## config.mk

```make
export PLATFORM = sky130hd
export DESIGN_NAME = traffic_lights_cfg_seq
export DESIGN_NICKNAME = d
export VERILOG_FILES = /design/src/rtl/traffic_lights_cfg_seq.sv
export SDC_FILE = /design/constraint.sdc
export NUM_CORES = 1
export LEC_CHECK = 0
export CAP_MARGIN = 20
export CORE_UTILIZATION = 40
export CTS_BUF_LIST = sky130_fd_sc_hd__clkbuf_16
export CTS_CLUSTER_DIAMETER = 200
export DETAILED_ROUTE_END_ITERATION = 8
export GPL_TIMING_DRIVEN = 0
export PLACE_DENSITY = 0.71
export SLEW_MARGIN = 5
export SYNTH_ARGS = -nofsm -noshare
export SYNTH_HDL_FRONTEND = slang
export SYNTH_SLANG_ARGS = --single-unit
```

## constraint.sdc

```tcl
create_clock -name clk_i -period 1.8 [get_ports clk_i]
set_input_delay 0.18 -clock clk_i [delete_from_list [all_inputs] [get_ports clk_i]]
set_output_delay 0.18 -clock clk_i [all_outputs]
set_load 0.01 [all_outputs]
```

## src/rtl/traffic_lights_cfg_seq.sv

```systemverilog
// Request-to-command sequencer for traffic_lights; optional skipping of unchanged
// periods is enabled by defining TL_CFG_SKIP_UNCHANGED_EN.
module traffic_lights_cfg_seq #(
    parameter int unsigned CMD_GAP_CYCLES = 2,
    parameter int unsigned DATA_W         = 16,
    parameter int unsigned DEFAULT_PERIOD = 10
) (
    input  logic              clk_i,
    input  logic              rst_n_i,
    input  logic              req_valid_i,
    output logic              req_ready_o,
    input  logic [1:0]        req_op_i,
    input  logic [DATA_W-1:0] req_green_i,
    input  logic [DATA_W-1:0] req_red_i,
    input  logic [DATA_W-1:0] req_yellow_i,
    output logic [2:0]        cmd_type_o,
    output logic              cmd_valid_o,
    output logic [DATA_W-1:0] cmd_data_o,
    output logic              busy_o,
    output logic              done_o,
    output logic              err_o,
    output logic [DATA_W-1:0] shadow_green_o,
    output logic [DATA_W-1:0] shadow_red_o,
    output logic [DATA_W-1:0] shadow_yellow_o
);

    typedef enum logic [1:0] {IDLE, ISSUE, GAP} state_e;

    localparam int unsigned CW = (CMD_GAP_CYCLES > 1) ? $clog2(CMD_GAP_CYCLES) : 1;
    localparam logic [CW-1:0] GAP_LOAD =
        CW'((CMD_GAP_CYCLES > 0) ? CMD_GAP_CYCLES - 1 : 0);
    localparam logic [DATA_W-1:0] DEF = DATA_W'(DEFAULT_PERIOD);

    state_e            state_q, state_d;
    logic [CW-1:0]     cnt_q, cnt_d;
    logic [4:0]        pend_q, pend_d;
    logic              off_q, off_d;
    logic [DATA_W-1:0] g_q, g_d, r_q, r_d, y_q, y_d;
    logic [DATA_W-1:0] shg_q, shg_d, shr_q, shr_d, shy_q, shy_d;
    logic              done_q, done_d, err_q, err_d;

    logic [2:0]        slot;
    logic [4:0]        pend_rest;
    logic [2:0]        typ;
    logic [DATA_W-1:0] dat;
    logic              accept, bad;
    logic [2:0]        chg;

    assign req_ready_o = rst_n_i & (state_q == IDLE);
    assign busy_o      = (state_q != IDLE);
    assign done_o      = done_q;
    assign err_o       = err_q;
    assign cmd_valid_o = (state_q == ISSUE);
    assign cmd_type_o  = cmd_valid_o ? typ : 3'd0;
    assign cmd_data_o  = cmd_valid_o ? dat : '0;

    assign shadow_green_o  = shg_q;
    assign shadow_red_o    = shr_q;
    assign shadow_yellow_o = shy_q;

    assign accept = req_valid_i & req_ready_o;
    assign bad    = (req_op_i == 2'd3) |
                    ((req_op_i == 2'd0) &
                     ((req_green_i == '0) | (req_red_i == '0) | (req_yellow_i == '0)));

`ifdef TL_CFG_SKIP_UNCHANGED_EN
    assign chg = {req_yellow_i != shy_q, req_red_i != shr_q, req_green_i != shg_q};
`else
    assign chg = 3'b111;
`endif

    // Slots in issue order: 0=no-transition, 1..3=G/R/Y, 4=on/off.
    always_comb begin
        slot = 3'd0;
        for (int i = 4; i >= 0; i--) begin
            if (pend_q[i]) slot = 3'(i);
        end
    end

    assign pend_rest = pend_q & ~(5'b00001 << slot);

    always_comb begin
        typ = 3'd0;
        dat = '0;
        unique case (slot)
            3'd0: typ = 3'd2;
            3'd1: begin typ = 3'd3; dat = g_q; end
            3'd2: begin typ = 3'd4; dat = r_q; end
            3'd3: begin typ = 3'd5; dat = y_q; end
            default: typ = off_q ? 3'd1 : 3'd0;
        endcase
    end

    always_comb begin
        state_d = state_q;
        cnt_d   = cnt_q;
        pend_d  = pend_q;
        off_d   = off_q;
        g_d     = g_q;
        r_d     = r_q;
        y_d     = y_q;
        shg_d   = shg_q;
        shr_d   = shr_q;
        shy_d   = shy_q;
        done_d  = 1'b0;
        err_d   = 1'b0;
        unique case (state_q)
            IDLE: begin
                if (accept) begin
                    off_d = (req_op_i == 2'd1);
                    g_d   = req_green_i;
                    r_d   = req_red_i;
                    y_d   = req_yellow_i;
                    if (bad) begin
                        err_d = 1'b1;
                    end else if (req_op_i != 2'd0) begin
                        pend_d  = 5'b10000;
                        state_d = ISSUE;
                    end else if (chg == 3'b000) begin
                        done_d = 1'b1;
                    end else begin
                        pend_d  = {1'b1, chg, 1'b1};
                        state_d = ISSUE;
                    end
                end
            end
            ISSUE: begin
                pend_d = pend_rest;
                unique case (slot)
                    3'd1:    shg_d = g_q;
                    3'd2:    shr_d = r_q;
                    3'd3:    shy_d = y_q;
                    default: ;
                endcase
                if (pend_rest == 5'b00000) begin
                    state_d = IDLE;
                    done_d  = 1'b1;
                end else if (CMD_GAP_CYCLES == 0) begin
                    state_d = ISSUE;
                end else begin
                    state_d = GAP;
                    cnt_d   = GAP_LOAD;
                end
            end
            GAP: begin
                if (cnt_q == '0) state_d = ISSUE;
                else cnt_d = cnt_q - CW'(1);
            end
            default: state_d = IDLE;
        endcase
    end

    always_ff @(posedge clk_i or negedge rst_n_i) begin
        if (!rst_n_i) begin
            state_q <= IDLE;
            cnt_q   <= '0;
            pend_q  <= '0;
            off_q   <= 1'b0;
            g_q     <= '0;
            r_q     <= '0;
            y_q     <= '0;
            shg_q   <= DEF;
            shr_q   <= DEF;
            shy_q   <= DEF;
            done_q  <= 1'b0;
            err_q   <= 1'b0;
        end else begin
            state_q <= state_d;
            cnt_q   <= cnt_d;
            pend_q  <= pend_d;
            off_q   <= off_d;
            g_q     <= g_d;
            r_q     <= r_d;
            y_q     <= y_d;
            shg_q   <= shg_d;
            shr_q   <= shr_d;
            shy_q   <= shy_d;
            done_q  <= done_d;
            err_q   <= err_d;
        end
    end

endmodule
```

## Word level (Yosys, flattened, before mapping)

Cells that the tools add are included.

- $add $sub $neg: 1
- Equality and inequality tests: 11
- Shift-type cells: 1
- Multiplexer cells: 27
- Bitwise logic cells: 8
- Reductions and logical operators: 18

Operator list:

| cell | count |
|---|---|
| zero test 16 bit | 3 |
| one-hot mux 16 bit (3 select lines) | 1 |
| 2-to-1 mux 3 bit | 6 |
| 2-to-1 mux 16 bit | 1 |
| one-hot mux 3 bit (4 select lines) | 1 |
| 2-to-1 mux 5 bit | 2 |
| one-hot mux 5 bit (2 select lines) | 1 |
| AND reduction 2 bit | 5 |
| 2-to-1 mux 1 bit | 8 |
| 2-to-1 mux 2 bit | 4 |
| != test 2 bit (second input constant) | 4 |
| nonzero test 2 bit | 4 |
| == test 3 x 2 -> 1 bit (second input constant) | 2 |
| one-hot mux 2 bit (3 select lines) | 1 |
| AND reduction 3 bit | 2 |
| AND 5 bit | 1 |
| zero test 5 bit | 1 |
| NOT 5 bit | 1 |
| left shift 1 x 3 -> 5 bit (first input constant) | 1 |
| == test 2 x 1 -> 1 bit (second input constant) | 2 |
| == test 2 bit (second input constant) | 2 |
| zero test 2 bit | 2 |
| 2-to-1 mux 4 bit | 1 |
| AND 1 bit | 3 |
| 5 further kinds | 7 |

- Register bits: 107
- Bits of input ports: 53
- Output and inout port bits: 72
- Logic and storage cells: 78

## Longest topological paths before layout

Gate-level depths: netlist of run 1.

- Word-level depth: 11
- Gate-level depth with buffers: 7
- Depth with buffers taken out: 5

## Worst setup path after synthesis of run 1

OpenSTA, ideal clock, no wires.

- Kind: reg-to-output
- Start: register pend_q[1]
- End: output cmd_data_o[10]
- Data arrival time: 1,541 ps
- Data required time: 1,620 ps
- Path slack: 79 ps
- Stages on the path, launching flop included: 6
- Cell sequence: dfrtp_1 buf_6 nor4b_4 clkbuf_1 a222oi_1 nor2_1

- Cells in the longest elaborated chain, start to end: 5
- Elaborated cells on any way between the ends: 7
- Classes of those cells: eq/ne: 3; mux: 4

Ends and longest elaborated chain:

| element | RTL line | text |
|---|---|---|
| from (decl) | 36 | `logic [4:0] pend_q, pend_d;` |
| from (signal assigned) | 170 | `pend_q <= pend_d;` |
| 2-to-1 mux 3 bit * (2 in series) | 76 | `if (pend_q[i]) slot = 3'(i);` |
| == test 3 x 2 -> 1 bit / == test 3 x 1 -> 1 bit (equally long branches) | 85 | `unique case (slot)` |
| one-hot mux 16 bit (3 select lines) * | 85 |  |
| 2-to-1 mux 16 bit * | 55 | `assign cmd_data_o = cmd_valid_o ? dat : '0;` |
| to (decl) | 18 | `output logic [DATA_W-1:0] cmd_data_o,` |

Every way passes the cells marked *; elsewhere a longest branch is shown, timed or not.

## Worst setup path after layout of run 1

- Start: register pend_q[0]
- End: output cmd_data_o[6]

- Cells in the longest elaborated chain, start to end: 4
- Elaborated cells on any way between the ends: 6
- Classes of those cells: eq/ne: 3; mux: 3

Ends and longest elaborated chain:

| element | RTL line |
|---|---|
| 2-to-1 mux 3 bit * | 76 |
| == test 3 x 2 -> 1 bit / == test 3 x 1 -> 1 bit (equally long branches) | 85 |
| one-hot mux 16 bit (3 select lines) * | 85 |
| 2-to-1 mux 16 bit * | 55 |

Marked as above.

==> summary.md, run 1 <==
| Metric | Value |
|---|---|
| Height of the chip | `109 um` |
| Via count | `3,673` |
| Max FO, Critical Path | `10` |
| Vias in the first global route | `3,755` |
| Failing checks | `setup timing` |
| RSZ-0062 raised after global routing | `true` |
| Die ar. | `0.0120 sq mm` |
| H-tree depth | `3` |
| Initial Util | `41.8%` |
| Relative slew slack | `50.4%` |
| Status | `finished, violations left` |
| GP Congestion | `0.870` |
| R2R Path End | `state_q[1]` |
| Slowest cell on crit path | `dfrtp_1` |
| Total Routing Usage GR | `23.6%` |
| Final hold vios | `0` |
| Critical R2R Launch | `pend_q[0]` |
| Row Count | `38` |
| CP Capture Type | `primary output` |
| Maximum clock path buffer count | `2` |
| Port Buf Inserts | `124` |
| Crit share post-route | `117%` |
| Detailed Place HPWL | `8960 um` |
| CTS tree | `done` |
| Post-synth EDFFs | `0` |
| Warnings, synthesis | `0` |
| DRT iter0 DRCs | `230` |
| Worst path max stage delay | `380 ps` |
| Final nets | `562` |
| Worst Reg-to-Reg Cells | `8` |
| Mapped cell area | `0.00461 sq mm` |
| Top_reg_cell synth | `dfrtp_1` |
| Reg2reg setup slack | `-140 ps` |
| Worst-path clk slew | `70 ps` |
| Sequential fraction of the synthesis area | `58.3%` |
| Area Growth Syn to Fin | `53.5%` |
| Worst setup margin | `-310 ps` |
| Hold endpoint | `pend_q[4]` |
| Worst setup SP type | `flip-flop` |
| Routed WL | `14,200 um` |
| Num CTS Buffers | `9` |
| Clock Latency Late Sink | `340 ps` |
| Power Density | `1700 mW/mm^2` |
| Share of cells above drive strength 1 | `41.8%` |
| Most frequent cells in the layout | `clkdlybuf4s50_1 (101), dfrtp_1 (100), mux2_2 (77)` |
| Max-cap viol count | `0` |
| WP data arrival | `1930 ps` |
| Die width | `109 um` |
| Post-synth ARST share | `100%` |
| Ant. Diodes | `0` |
| 1st-pass router iterations | `7` |
| Initial antenna violation count | `0` |
| CP cell instances | `buf_6, buf_12, nor4b_4, clkbuf_8, a222oi_1, nor2_1, buf_2` |
| P_leak | `3.12 nW` |
| Post-synthesis cell type count | `41` |
| Largest net degree at the start of global routing | `51` |
| Layout Utilization | `64.1%` |
| Min-Delay Startpoint | `rst_n_i` |
| Fillers | `828` |
| WHS | `421 ps` |
| Syn_nets | `382` |
| Vias per cell | `5.62` |
| Pre-CTS WS | `-983 ps` |
| #FFs+latches synth | `107` |
| Minimum clock period after layout | `2110 ps` |
| Worst IR drop on VDD | `778 uV` |
| Clk_skew | `7.12 ps` |
| Max Slew Vio Count | `0` |
| Fmax | `0.474 GHz` |
| I/O pins | `125` |
| Antenna-violating nets left | `0` |
| First-pass GRT wire length | `20,600 um` |
| CTS Sinks | `107` |
| Slew @ Worst Pin | `737 ps` |
| DR WL/cell | `21.7 um` |
| CP Data Required Time | `1620 ps` |
| Crit path kind | `flip-flop to primary output` |
| Average size of a mapped cell | `14.0 sq um` |
| Total congestion overflow | `0` |
| Hold depth | `6` |
| Number of remaining DRC errors | `0` |
| Root buf cell | `clkbuf_16` |
| HP Class | `input pin to flip-flop` |
| Commonest non-fill, non-tap cell in the layout | `clkdlybuf4s50_1` |
| # setup viols final | `53` |
| Cells after synthesis | `329` |
| Core area | `0.0110 sq mm` |
## where the power goes
| group | leakage, nW | switching (mW) | total [mW] | internal, mW |
|---|---|---|---|---|
| logic | 1.66 | 2.12 | 5.40 | 3.28 |
| clock network | 0.162 | 0.918 | 2.15 | 1.23 |
| registers | 1.30 | 0.881 | 4.48 | 3.60 |
| total | 3.12 | 3.92 | 12.0 | 8.11 |
## area by class of cell
| cell class | instances | area, sq um | share of cell area, % |
|---|---|---|---|
| clock buffers | 9 | 225 | 3.18 |
| clock inverters | 7 | 98.8 | 1.40 |
| flip-flops and latches | 107 | 2690 | 38.0 |
| inverters | 4 | 20.0 | 0.283 |
| well taps | 140 | 175 | 2.48 |
| plain buffers | 20 | 260 | 3.68 |
| repair buffers | 169 | 1700 | 24.1 |
| multi-input cells | 198 | 1900 | 26.9 |
## critical path: cells and delay by family (launching register included)
kind | cells | cell delay (ps)
buffers and inverters | 4 | 670
DFF | 1 | 380
and+or+nand+nor | 2 | 450
AOI/OAI and AO/OA | 1 | 80
## routing by layer
| metal | wire length, um | share of wire, % | vias up | GRT usage, % |
|---|---|---|---|---|
| met5 | 0 | 0 | - | 0 |
| met4 | 233 | 1.6 | 0 | 7.62 |
| met3 | 1100 | 7.8 | 15 | 5.51 |
| met2 | 6860 | 48 | 191 | 37.1 |
| met1 | 6020 | 42 | 1888 | 32.2 |
| li1 | - | - | 1579 | - |
## cell usage after synthesis, drive strengths merged, types with 2 or more instances
cell type,number,share of area (%)
dfrtp,101,55
o21bai,2,0.33
nand2b,2,0.27
and2,3,0.41
nand3b,2,0.33
a222oi,16,3.5
inv,4,0.33
nor3,2,0.22
nor4,12,1.6
mux2,96,24
clkbuf,6,0.49
nand4,3,0.41
nand3,3,0.33
a21oi,3,0.33
mux2i,4,0.87
dfstp,6,3.4
a31oi,2,0.27
buf,14,2.0
o21ai,2,0.22
nor4b,2,0.71
nor2,24,2.0
nand2,7,0.79
o31ai,2,0.33
## registers in the layout, indices dropped and copies added (netlist names), 2 cells and up
signal,cells
g_q,16
pend_q,5
r_q,16
shadow_green_o,16
shadow_red_o,16
shadow_yellow_o,16
state_q,2
y_q,16
## kinds of logic after synthesis
| family | count (synthesis) | synth area share, % |
|---|---|---|
| simple gates | 65 | 7.82 |
| mux | 100 | 25.1 |
| compound gates | 31 | 5.65 |
| flops | 107 | 58.3 |
| buf+inv | 24 | 2.80 |
| xor+xnor | 1 | 0.190 |
| fa+ha+maj | 1 | 0.217 |
## through the flow
step / power (mW) / setup TNS, ps / std cells / cell area, sq um
after floorplan: 6.63 / 0 / 329 / 4610
after global placement: 8.57 / -617580 / 593 / 6020
after detailed placement: 8.71 / -53470 / 594 / 6050
after CTS: 11.5 / -3780 / 636 / 6810
after global routing: 12.6 / -9210 / 654 / 7070
final: 12.0 / -7130 / 654 / 7070
## timing repair
action / CTS / global route
pin swaps: 32 / 10
endpoints found under the hold margin: 52 / 0
setup buffers: 17 / 19
resized for setup: 127 / 43
hold buffers: 6 / 0
cloned: 3 / 1
endpoints found under the setup margin: 110 / 89
## worst max-delay path by stage
| stage | from | endpoint |
|---|---|---|
| after detailed placement | pend_q[2] | cmd_data_o[6] |
| after CTS | pend_q[1] | cmd_data_o[6] |
| final | pend_q[0] | cmd_data_o[6] |
| after floorplan | pend_q[1] | cmd_data_o[10] |
| after global routing | pend_q[1] | cmd_data_o[15] |
| after global placement | rst_n_i | r_q[3] |
No activity file was read; power rests on OpenSTA's default activity.
==> inputs of run 2 (changes only) <==
- GPL_ROUTABILITY_DRIVEN: default -> 0
==> results of run 2 <==
Final layout, timing and power as in run 1 (identical DEF).
